## src/rtl/elevator_call_latch.sv

```systemverilog
// Seven-channel push-button front end: 2-flop synchroniser, optional debounce
// (ELEVATOR_CALL_DEBOUNCE_EN), rising-edge press detect and a clear-dominant request latch.
// state   | meaning
// IDLE    | no call latched, lamp off
// PENDING | call latched, lamp on until the matching clear
module elevator_call_latch #(
    parameter int DEBOUNCE_CYCLES = 4
) (
    input  logic       clk,
    input  logic       rstn,
    input  logic       raw_floor_1_up,
    input  logic       raw_floor_2_up,
    input  logic       raw_floor_2_down,
    input  logic       raw_floor_3_down,
    input  logic       raw_car_floor_1,
    input  logic       raw_car_floor_2,
    input  logic       raw_car_floor_3,
    input  logic       floor_1_up_button_clear,
    input  logic       floor_2_up_button_clear,
    input  logic       floor_2_down_button_clear,
    input  logic       floor_3_down_button_clear,
    input  logic       elevator_floor_1_button_clear,
    input  logic       elevator_floor_2_button_clear,
    input  logic       elevator_floor_3_button_clear,
    output logic       floor_1_up_button,
    output logic       floor_2_up_button,
    output logic       floor_2_down_button,
    output logic       floor_3_down_button,
    output logic       elevator_floor_1_button,
    output logic       elevator_floor_2_button,
    output logic       elevator_floor_3_button,
    output logic [2:0] pending_count,
    output logic       any_pending
);

    localparam int N = 7;

    typedef enum logic {
        IDLE    = 1'b0,
        PENDING = 1'b1
    } state_t;

    logic [N-1:0] raw;
    logic [N-1:0] clr;
    logic [N-1:0] s1;
    logic [N-1:0] s2;
    logic [N-1:0] lvl;
    logic [N-1:0] lvl_d;
    logic [N-1:0] press;
    logic [N-1:0] req;
    state_t       state_q [N];
    state_t       state_d [N];

    if (DEBOUNCE_CYCLES < 1 || DEBOUNCE_CYCLES > 15) begin : g_param_check
        $error("DEBOUNCE_CYCLES must be in 1..15");
    end

    assign raw = {raw_car_floor_3, raw_car_floor_2, raw_car_floor_1, raw_floor_3_down,
                  raw_floor_2_down, raw_floor_2_up, raw_floor_1_up};
    assign clr = {elevator_floor_3_button_clear, elevator_floor_2_button_clear,
                  elevator_floor_1_button_clear, floor_3_down_button_clear,
                  floor_2_down_button_clear, floor_2_up_button_clear, floor_1_up_button_clear};

    always_ff @(posedge clk or negedge rstn) begin
        if (!rstn) begin
            s1 <= '0;
            s2 <= '0;
        end else begin
            s1 <= raw;
            s2 <= s1;
        end
    end

`ifdef ELEVATOR_CALL_DEBOUNCE_EN
    localparam logic [3:0] CNT_LAST = 4'(DEBOUNCE_CYCLES - 1);

    logic [N-1:0] stable;
    logic [3:0]   cnt [N];

    // The synchronised level must disagree with the accepted value for
    // DEBOUNCE_CYCLES consecutive cycles before it is taken.
    always_ff @(posedge clk or negedge rstn) begin
        if (!rstn) begin
            stable <= '0;
            for (int i = 0; i < N; i++) cnt[i] <= '0;
        end else begin
            for (int i = 0; i < N; i++) begin
                if (s2[i] == stable[i]) begin
                    cnt[i] <= '0;
                end else if (cnt[i] == CNT_LAST) begin
                    stable[i] <= s2[i];
                    cnt[i]    <= '0;
                end else begin
                    cnt[i] <= cnt[i] + 4'd1;
                end
            end
        end
    end

    assign lvl = stable;
`else
    assign lvl = s2;
`endif

    always_ff @(posedge clk or negedge rstn) begin
        if (!rstn) lvl_d <= '0;
        else       lvl_d <= lvl;
    end

    assign press = lvl & ~lvl_d;

    always_ff @(posedge clk or negedge rstn) begin
        if (!rstn) begin
            for (int i = 0; i < N; i++) state_q[i] <= IDLE;
        end else begin
            for (int i = 0; i < N; i++) state_q[i] <= state_d[i];
        end
    end

    // Clear wins over a same-cycle press; that press is dropped, not deferred.
    always_comb begin
        for (int i = 0; i < N; i++) begin
            state_d[i] = state_q[i];
            case (state_q[i])
                IDLE:    if (press[i] && !clr[i]) state_d[i] = PENDING;
                PENDING: if (clr[i])              state_d[i] = IDLE;
                default:                          state_d[i] = IDLE;
            endcase
        end
    end

    always_comb begin
        req           = '0;
        pending_count = '0;
        for (int i = 0; i < N; i++) begin
            req[i]        = (state_q[i] == PENDING);
            pending_count = pending_count + {2'b00, req[i]};
        end
    end

    assign any_pending             = (pending_count != 3'd0);
    assign floor_1_up_button       = req[0];
    assign floor_2_up_button       = req[1];
    assign floor_2_down_button     = req[2];
    assign floor_3_down_button     = req[3];
    assign elevator_floor_1_button = req[4];
    assign elevator_floor_2_button = req[5];
    assign elevator_floor_3_button = req[6];

endmodule

```

## config.mk

```make
export PLATFORM = sky130hd
export DESIGN_NAME = elevator_call_latch
export DESIGN_NICKNAME = d
export VERILOG_FILES = /design/src/rtl/elevator_call_latch.sv
export SDC_FILE = /design/constraint.sdc
export NUM_CORES = 1
export LEC_CHECK = 0
export BUFFER_PORTS_ARGS = -buffer_cell sky130_fd_sc_hd__buf_4
export CORE_MARGIN = 1
export CORE_UTILIZATION = 30
export DETAILED_ROUTE_END_ITERATION = 12
export PLACE_DENSITY = 0.62
export SYNTH_ARGS = -nofsm -noshare
export SYNTH_HDL_FRONTEND = slang
export SYNTH_SLANG_ARGS = --single-unit
```

## constraint.sdc

```tcl
create_clock -name clk -period 2.6 [get_ports clk]
set_clock_uncertainty 0.05 [all_clocks]
set_input_delay 0.26 -clock clk [delete_from_list [all_inputs] [get_ports clk]]
set_output_delay 0.26 -clock clk [all_outputs]
set_load 0.005 [all_outputs]
```

# ---- After elaboration in Yosys (flattened, before gate mapping)
# Index checks and enable logic that the tools add are counted.
dict set report totals {
  wordCells 61
  ff_bits 28
  output_inout_bits 11
  inputBits 16
}
dict set report classes {
  n_bitwise 9
  reduce_logical 15
  mux 21
  add_sub_neg 6
}
# cell n
set op_table {}
lappend op_table {{two-way mux 1 bit} 14}
lappend op_table {{case mux 1 bit (2 select lines)} 7}
lappend op_table {{adder 3 x 1 -> 3 bit} 4}
lappend op_table {{AND 7 bit} 1}
lappend op_table {{logical AND 1 bit} 7}
lappend op_table {{zero test 1 bit} 7}
lappend op_table {{inverter 1 bit} 7}
lappend op_table {{inverter 7 bit} 1}
lappend op_table {{adder 2 x 1 -> 3 bit} 1}
lappend op_table {{nonzero test 3 bit} 1}
lappend op_table {{adder 1 x 1 -> 2 bit} 1}

# ---- Depth between registers and ports, before layout
dict set report logic_depth {
  word_depth 7
  ltp_mapped 7
  mapped_depth_nobuf 7
}

# ---- Worst setup path after synthesis
# OpenSTA, ideal clock, no wires.
dict set report synth_path {
  kind {register to output}
  from {register state_q, in the netlist floor_1_up_button}
  to {output port any_pending}
  n_path_buf 0
  arrival_ns 2.610
  required_ns 2.290
  path_slack_ns -0.320
  stages_incl_launch_ff 8
  cell_sequence {dfrtp_1 -> inv_1 -> fa_1 -> fa_1 -> inv_1 -> fa_1 -> fa_1 -> or3_1}
}
dict set report synth_via {
  elab_chain_cells 7
}
# element line_no
set synth_lines {}
lappend synth_lines {{start: declaration} 51} ;# state_t state_q [N];
lappend synth_lines {{adder 1 x 1 -> 2 bit} 137} ;# pending_count = pending_count + {2'b00, req[i]};
lappend synth_lines {{adder 2 x 1 -> 3 bit} 137}
lappend synth_lines {{adder 3 x 1 -> 3 bit (4 in series)} 137}
lappend synth_lines {{net pending_count[1]} 32} ;# output logic [2:0] pending_count,
lappend synth_lines {{nonzero test 3 bit} 141} ;# assign any_pending = (pending_count != 3'd0);
lappend synth_lines {{end: declaration} 33} ;# output logic any_pending
# The timed path passes the listed nets, and every way through them passes these cells.

# ---- Worst setup path after layout
dict set report layout_path {
  from {register state_q, in the netlist floor_3_down_button}
  to {output port any_pending}
}
dict set report layout_via {
  elab_chain_cells 5
}
# element line_no
set layout_lines {}
lappend layout_lines {{adder 3 x 1 -> 3 bit (4 in series)} 137}
lappend layout_lines {{nonzero test 3 bit} 141}
# No other way between the ends.

==> qor.csv <==
stage;metric;value;unit
placed_design;number of port buffers;26;
die;row cnt;19;
power;PwrDens;594;nW/um^2
cells_and_area;fin area;1350;um^2
yosys;Yosys warnings;0;
cells_and_area;final net count;127;
critical_path;Crit-path slowest cell;fa_1;
yosys;Post-Syn Nets;77;
power;switching share of power;22.2;%
route;Antenna Nets Post-Route;0;
timing;Final min period;3.29;ns
job;Maximum Capacitance Violations;0;
clock_network;CTS tree;built;
power;IR drop worst, VDD;0.000406;V
clock_network;Worst-path clk slew;0.13;ns
route;routed vias;559;
critical_path;largest stage delay on the critical path;0.49;ns
die;chip width;56.9;um
status;outcome;finished, violations left;
critical_path;crit path cell chain;inv_2, fa_1, fa_1, inv_1, fa_2, fa_2, or3_1, buf_4;
clock_network;CTS max path bufs;2;
timing;fmax;304;MHz
clock_network;root buffer cell;clkbuf_4;
critical_path;critical path startpoint category;flop;
die;initial core utilization;32.2;%
timing;worst hold margin;0.0275;ns
timing;# setup viols final;4;
yosys;Mapped Cells;57;
placed_design;DP HPWL;1.02;mm
yosys;synthesized cell area;903;um^2
timing;final hold violation count;0;
cells_and_area;most frequent cells in the layout;buf_4, dfrtp_1, dlygate4sd3_1;
power;Psw;178;uW
placed_design;dpl cells;121;
critical_path;worst path required time;2.29;ns
power;Pleak;0.665;nW
status;failing checks;design-rule violations, negative setup slack;
cells_and_area;diodes inserted;0;
die;die height;56.9;um
route;initial drt markers;2;
clock_network;clock sink total;28;
timing;worst setup margin;-0.693;ns
clock_network;H-tree depth;1;
route;drt first pass iters;7;
worst_hold_path;min-delay worst type;primary input to flop;
timing;Worst-Margin Slew;0.336;ns
global_route;Total Routing Usage GR;10.1;%
global_route;GR Overflow Total;0;
timing;RSZ-0062 raised after global routing;yes;
route;drc violations;2;
cells_and_area;area delta synth->final;49.3;%
critical_path;WS Path Type;flop to primary output;
timing;worst rel slew slack;77.6;%
route;Via density;4.11;
critical_path;CP Data Arrival Time;2.98;ns
power;Internal Power;623;uW
die;I/O pins;27;
yosys;Synth cell types;6;
timing;period utilization;127;%
critical_path;crit-path max FO;2;
power;combinational power share;21.2;%
route;Routed WL;1.40;mm
cells_and_area;final cell count without fillers;136;
clock_network;Clock Latency Late Sink;0.31;ns
route;DR WL/cell;10.3;um
placed_design;routability cong.;0.733;
die;Die ar.;3230;um^2
yosys;Mean Syn Cell Area;15.8;um^2
clock_network;TritonCTS buffer count;3;
global_route;vias in the first global route;607;
timing;setup TNS;-1.85;ns
cells_and_area;post-layout util;48.1;%
global_route;pin count of the biggest net entering global routing;29;
power;Clk pwr share;20.2;%
cells_and_area;most common cell after layout, fill and taps aside;buf_4;
global_route;initial antenna violation count;0;
cells_and_area;fraction of layout cells with a size suffix above 1;41.9;%
global_route;first-pass GRT wire length;2.40;mm
power;sequential share of power;58.6;%
yosys;register area share after synthesis;77.6;%
yosys;Synth Register Bits;28;
critical_path;crit end category;primary output;
timing;fin. max-slew vios;0;
die;core footprint;2810;um^2
placed_design;dpl cell area;1190;um^2
flip-flops by register name (all words and copies together) (netlist names):
| register | count |
|---|---|
| s1 | 7 |
| lvl | 7 |
| floor_1_up_button | 1 |
| elevator_floor_1_button | 1 |
| floor_3_down_button | 1 |
| elevator_floor_3_button | 1 |
| elevator_floor_2_button | 1 |
| floor_2_down_button | 1 |
| lvl_d | 7 |
| floor_2_up_button | 1 |
timing repair:
item / 4_1_cts / 5_1_grt
setup buffers: 4 / 1
endpoints found under the setup margin: 4 / 4
pin swaps: 1 / 0
hold buffers: 8 / 1
cloned: 0 / 0
endpoints found under the hold margin: 35 / 1
resized for setup: 6 / 1
power groups by stage:
stage                     combinational, mW  sequential, mW  clock (mW)
after global placement                0.135           0.477           0
after global routing                  0.186           0.473       0.185
after detailed placement              0.139           0.479           0
after floorplan                      0.0467           0.477           0
after CTS                             0.167           0.470       0.170
final                                 0.170           0.469       0.162
Yosys cell counts (all sizes together):
master / number / share of area (%)
fa: 4 / 8.9
inv: 10 / 4.2
nand2b: 7 / 4.8
dfrtp: 28 / 78
or3: 1 / 0.69
a21oi: 7 / 3.9
final cells by class:
| type | count | area [um^2] |
|---|---|---|
| sequential | 28 | 701 |
| clock buffer | 3 | 22.5 |
| fill | 263 | 1460 |
| inverter | 10 | 37.5 |
| timing repair buffer | 45 | 379 |
| tap | 31 | 38.8 |
| multi-input combinational | 19 | 170 |
metal layers:
layer	vias to the layer above	GRT usage, %	share of wire, %
met2	12	19.0	58
met3	2	1.38	2.6
met5	-	0	0
li1	268	-	-
met4	0	6.27	1.0
met1	277	10.3	39
per-stage QoR:
step	power (mW)	setup slack, ns
global route	0.844	-0.815
CTS	0.808	-0.703
finish	0.801	-0.693
global placement	0.612	-0.368
floorplan	0.523	-0.261
detailed placement	0.618	-0.406
worst paths after layout:
path,cells after the start,slack (ns),to,start
min reg2reg,0,0.31,lvl[5]$_DFF_PN0_,s1[5]$_DFF_PN0_
max,8,-0.69,any_pending,floor_3_down_button$_DFF_PN0_
min,2,0.03,elevator_floor_2_button$_DFF_PN0_,elevator_floor_2_button_clear
min in group asynchronous,2,0.33,s1[5]$_DFF_PN0_,rstn
max in group asynchronous,2,1.93,lvl_d[4]$_DFF_PN0_,rstn
max reg2reg,3,1.80,floor_2_up_button$_DFF_PN0_,floor_2_up_button$_DFF_PN0_
cell families (layout without fill, tap and decap cells):
kind of cell,Yosys count,after routing,share of synthesized area [%]
AND/OR/NAND/NOR,8,8,5.54
buffers and inverters,10,58,4.16
flip-flops,28,28,77.6
AO/OA/AOI/OAI,7,7,3.88
adder cells (fa/ha/maj),4,4,8.86
worst max-delay path, delay by kind of cell, from the launching register on:
kind	cells	cell delay [ns]
flip-flops	1	0.39
adder cells (fa/ha/maj)	4	1.73
buffers and inverters	3	0.24
AND/OR/NAND/NOR	1	0.31
(Power assumes the default switching activity.)
